==> src/rtl/regfile_2r1w.sv <==
// Two-read, one-write register file with registered reads.
// Same-edge writes are forwarded to a matching enabled read.
module regfile_2r1w #(
  parameter int unsigned DATA_W = 8,
  parameter int unsigned ADDR_W = 3,
  parameter logic [DATA_W-1:0] RST_VAL = '0,
  parameter bit ZERO_R0 = 1'b1
) (
  input  logic              clk,
  input  logic              rst_n,
  input  logic              we,
  input  logic [ADDR_W-1:0] waddr,
  input  logic [DATA_W-1:0] wdata,
  input  logic              re_a,
  input  logic [ADDR_W-1:0] raddr_a,
  output logic [DATA_W-1:0] rdata_a,
  input  logic              re_b,
  input  logic [ADDR_W-1:0] raddr_b,
  output logic [DATA_W-1:0] rdata_b
);

  localparam int unsigned NREG = 2 ** ADDR_W;

  logic [DATA_W-1:0] mem [NREG];
  logic              wvalid;
  logic [DATA_W-1:0] rd_a;
  logic [DATA_W-1:0] rd_b;

  // A write to r0 is dropped when r0 is hardwired.
  assign wvalid = we && !(ZERO_R0 && (waddr == '0));

  for (genvar i = 0; i < NREG; i++) begin : g_reg
    if (ZERO_R0 && (i == 0)) begin : g_zero
      assign mem[i] = '0;
    end else begin : g_ff
      always_ff @(posedge clk or negedge rst_n) begin
        if (!rst_n) begin
          mem[i] <= RST_VAL;
        end else if (wvalid && (waddr == ADDR_W'(i))) begin
          mem[i] <= wdata;
        end
      end
    end
  end

  always_comb begin
    rd_a = mem[raddr_a];
    rd_b = mem[raddr_b];
    if (wvalid && (waddr == raddr_a)) begin
      rd_a = wdata;
    end
    if (wvalid && (waddr == raddr_b)) begin
      rd_b = wdata;
    end
  end

  always_ff @(posedge clk or negedge rst_n) begin
    if (!rst_n) begin
      rdata_a <= RST_VAL;
      rdata_b <= RST_VAL;
    end else begin
      if (re_a) begin
        rdata_a <= rd_a;
      end
      if (re_b) begin
        rdata_b <= rd_b;
      end
    end
  end

endmodule

==> config.mk <==
export PLATFORM = sky130hd
export DESIGN_NAME = regfile_2r1w
export DESIGN_NICKNAME = d
export VERILOG_FILES = /design/src/rtl/regfile_2r1w.sv
export SDC_FILE = /design/constraint.sdc
export NUM_CORES = 1
export LEC_CHECK = 0
export ABC_AREA = 0
export BUFFER_PORTS_ARGS = -buffer_cell sky130_fd_sc_hd__buf_2
export CORE_ASPECT_RATIO = 1.25
export CORE_MARGIN = 8
export CORE_UTILIZATION = 30
export CTS_BUF_LIST = sky130_fd_sc_hd__clkbuf_16
export CTS_CLUSTER_DIAMETER = 80
export DETAILED_ROUTE_END_ITERATION = 8
export GPL_TIMING_DRIVEN = 0
export PLACE_DENSITY_LB_ADDON = 0.3
export REMOVE_ABC_BUFFERS = 1
export SYNTH_ARGS = -nofsm -noshare
export SYNTH_HDL_FRONTEND = slang
export SYNTH_SLANG_ARGS = --single-unit
==> constraint.sdc <==
create_clock -name clk -period 1.7 [get_ports clk]
set_input_delay 0.085 -clock clk [delete_from_list [all_inputs] [get_ports clk]]
set_output_delay 0.085 -clock clk [all_outputs]
set_load 0.05 [all_outputs]
==> impl_metrics.env <==
export IMPL_std_cell_rows=46
export IMPL_r2r_cell_count=4
export IMPL_tritoncts_clock_tree="yes"
export IMPL_max_slew_margin_pct=24.9
export IMPL_firstDrtPassIters=4
export IMPL_finalClockSkew_ns=0.00474
export IMPL_hold_viol_final=0
export IMPL_drive_above_1_share_pct=28.1
export IMPL_routed_wirelength_um=10700
export IMPL_number_of_slew_limit_violations_in_the_final_report=0
export IMPL_r2r_start="mem[20]$_DFFE_PN0P_"
export IMPL_clkTransAtPathRegs_ns=0.06
export IMPL_grt_start_max_net_pins=58
export IMPL_period_minus_slack_ns=1.57
export IMPL_post_dp_hpwl_um=6990
export IMPL_synth_edff_count=0
export IMPL_globalRoute_totalOverflow=0
export IMPL_worst_endpoint_arrival_ns=1.80
export IMPL_ir_drop_v=0.000490
export IMPL_routabilityCongestion=0.754
export IMPL_worstMarginPinSlew_ns=1.12
export IMPL_seq_area_frac_synth_pct=46.2
export IMPL_layoutNonFillerInstCount=538
export IMPL_place_inst=521
export IMPL_route_detailed_drc=0
export IMPL_design_final_nets=387
export IMPL_fp_dieH_um=143
export IMPL_ff2ff_setup_slack_ns=0.20
export IMPL_ctsHtreeMaxLevel=3
export IMPL_hold_path_class="in2reg"
export IMPL_synthFlopType="sky130_fd_sc_hd__dfrtp_1"
export IMPL_count_of_mapped_cells_out_of_synthesis=338
export IMPL_fillers=1263
export IMPL_vias=2922
export IMPL_post_route_cell_area_sq_um=4500
export IMPL_cts_buffers=9
export IMPL_postLayoutCoreUtil_pct=35.4
export IMPL_crit_fanout=24
export IMPL_cell_area_after_technology_mapping_sq_um=3900
export IMPL_timing_max_cap_violations=0
export IMPL_r2r_end="rdata_b[4]$_DFFE_PN0P_"
export IMPL_worstPathRequired_ns=1.94
export IMPL_post_synth_cell_area_avg_sq_um=11.5
export IMPL_grt_pass1_vias=2973
export IMPL_status="completed"
export IMPL_die_width_um=118
export IMPL_synth_ff_latch_count=72
export IMPL_critical_path_endpoint_type="register"
export IMPL_global_route_usage_total_pct=13.3
export IMPL_clock_sink_count=72
export IMPL_ys_types=40
export IMPL_worst_slack_ns=0.133
export IMPL_cts_root_buf="sky130_fd_sc_hd__clkbuf_16"
export IMPL_fp_dieArea_sq_um=16900
export IMPL_syn_to_final_growth_pct=15.5
export IMPL_number_of_i_o_pins=38
export IMPL_cp_endpoint="rdata_a[0]$_DFFE_PN0P_"
export IMPL_clock_latency_ns=0.33
export IMPL_antenna_found_initial=0
export IMPL_final_setup_viol_count=0
export IMPL_synth_async_reset_ratio_pct=100
export IMPL_placed_area_sq_um=4170
export IMPL_grt_setup_unrepaired="no"
export IMPL_wire_per_inst_um=19.9
export IMPL_wire_length_of_the_first_global_routing_pass_um=17100
export IMPL_post_route_ant_nets=0
export IMPL_period_share_pct=92.2
export IMPL_floorplan_initialDensity_pct=30.7
export IMPL_drtIter0Drc=198
export IMPL_criticalPathCategory="in2reg"
export IMPL_totalPowerFinal_uw=5590
export IMPL_cellPowerDensity_nw_per_um2=1240
export IMPL_port_buffers=37
export IMPL_post_drt_via_cell_ratio=5.43
export IMPL_critical_path_startpoint="raddr_a[2]"
export IMPL_post_place_ws_ns=-0.402
export IMPL_timing_critical_path_from_type="primary input"
export IMPL_antenna_cells_inserted=0
export IMPL_leakage_uw=0.00195
export IMPL_max_clock_path_buffers=2
export IMPL_core_sq_um=12700
export IMPL_max_freq_mhz=638
export IMPL_yosysWarnings=0
layer usage:
layer | up-vias | global-route usage (%) | part of all wire (%)
li1 | 1329 | - | -
met1 | 1482 | 15.5 | 42
met2 | 92 | 22.4 | 49
met3 | 19 | 3.69 | 6.0
met4 | 0 | 6.42 | 2.7
met5 | - | 0 | 0
area by class of cell:
class / count / area (sq um) / area share, %
multi-input cells: 231 / 1890 / 42.1
flip-flops and latches: 72 / 1800 / 40.0
repair buffers: 40 / 235 / 5.23
clock buffers: 9 / 225 / 5.00
well taps: 168 / 210 / 4.67
clock inverters: 7 / 95.1 / 2.11
inverters: 11 / 41.3 / 0.917
cell usage in the layout (no fill, tap or decap), types with 2 or more instances in the layout:
cell and instances:
sky130_fd_sc_hd__nand4b_1 3, sky130_fd_sc_hd__a221oi_1 6, sky130_fd_sc_hd__mux2i_1 13, sky130_fd_sc_hd__buf_2 35, sky130_fd_sc_hd__inv_1 10, sky130_fd_sc_hd__nand2_1 46
sky130_fd_sc_hd__o221ai_1 8, sky130_fd_sc_hd__nor2_1 13, sky130_fd_sc_hd__nand3_1 2, sky130_fd_sc_hd__mux2_2 31, sky130_fd_sc_hd__mux4_2 10, sky130_fd_sc_hd__a221o_1 7
sky130_fd_sc_hd__clkbuf_16 9, sky130_fd_sc_hd__clkinvlp_4 3, sky130_fd_sc_hd__bufinv_16 2, sky130_fd_sc_hd__clkinv_1 2, sky130_fd_sc_hd__o21ai_0 34, sky130_fd_sc_hd__xnor2_1 4
sky130_fd_sc_hd__a21oi_1 22, sky130_fd_sc_hd__dfrtp_1 72, sky130_fd_sc_hd__nand4_1 2, sky130_fd_sc_hd__a211oi_1 8, sky130_fd_sc_hd__mux4_1 6, sky130_fd_sc_hd__buf_4 2
repair_timing:
item | in CTS | in global routing
hold buffers | 1 | 0
gates resized for setup | 1 | 1
setup buffers | 0 | 0
hold endpoints to repair | 72 | 0
endpoints found under the setup margin | 5 | 3
critical path, cell delays in order:
cell	delay [ns]
sky130_fd_sc_hd__buf_2	0.52
sky130_fd_sc_hd__xnor2_1	0.19
sky130_fd_sc_hd__nand3_1	0.12
sky130_fd_sc_hd__or3_1	0.59
sky130_fd_sc_hd__o221ai_1	0.28
worst min-delay path by stage:
stage	startpoint	endpoint	slack [ns]	cells after the start
after floorplan	rst_n	mem[0]$_DFFE_PN0P_	-0.21	0
after global placement	wdata[4]	mem[44]$_DFFE_PN0P_	0.36	2
after detailed placement	rst_n	mem[5]$_DFFE_PN0P_	-0.03	1
after CTS	wdata[5]	mem[45]$_DFFE_PN0P_	0.02	2
after global routing	wdata[5]	mem[53]$_DFFE_PN0P_	0.04	2
final	wdata[5]	mem[53]$_DFFE_PN0P_	0.03	2
registers in the layout (all words and copies together) (netlist names):
signal and cells:
rdata_b 8, mem 56, rdata_a 8
per-stage QoR:
stage          setup TNS [ns]  hold slack [ns]
2_1_floorplan               0           -0.211
3_5_place_dp            -4.63          -0.0281
6_report                    0           0.0260
4_1_cts                     0           0.0218
5_1_grt                     0           0.0356
3_3_place_gp           -20.77            0.362
where the power goes:
| group | switching [uW] | total [uW] | internal (uW) |
|---|---|---|---|
| clock network | 742 | 2030 | 1280 |
| registers | 258 | 2320 | 2060 |
| logic | 715 | 1250 | 537 |
| total | 1720 | 5590 | 3880 |
synthesized netlist by cell type (all sizes together) (2+ instances only):
cell type,count,area (sq um)
nand4b,3,26.3
nand2,46,173
clkbuf,9,73.8
inv,10,37.5
mux4,16,383
o21ai,35,175
nor4bb,2,20.0
o221ai,8,70.1
nand4,2,12.5
a211oi,8,60.1
a221o,7,70.1
dfrtp,72,1800
mux2,31,349
a221oi,6,52.6
nor2,13,48.8
buf,15,114
nand3,2,10.0
a21oi,22,110
mux2i,13,130
xnor2,5,51.3
cell families (layout without fill, tap and decap cells):
| kind of cell | after synthesis | count (layout) | share of synthesized area, % |
|---|---|---|---|
| AO/OA/AOI/OAI | 90 | 90 | 15.1 |
| AND/OR/NAND/NOR | 76 | 76 | 9.44 |
| flip-flops | 72 | 72 | 46.2 |
| multiplexers | 60 | 60 | 22.1 |
| buffers and inverters | 35 | 67 | 5.87 |
| XOR/XNOR | 5 | 5 | 1.32 |
Note: power is estimated with default switching activity, not from simulation.
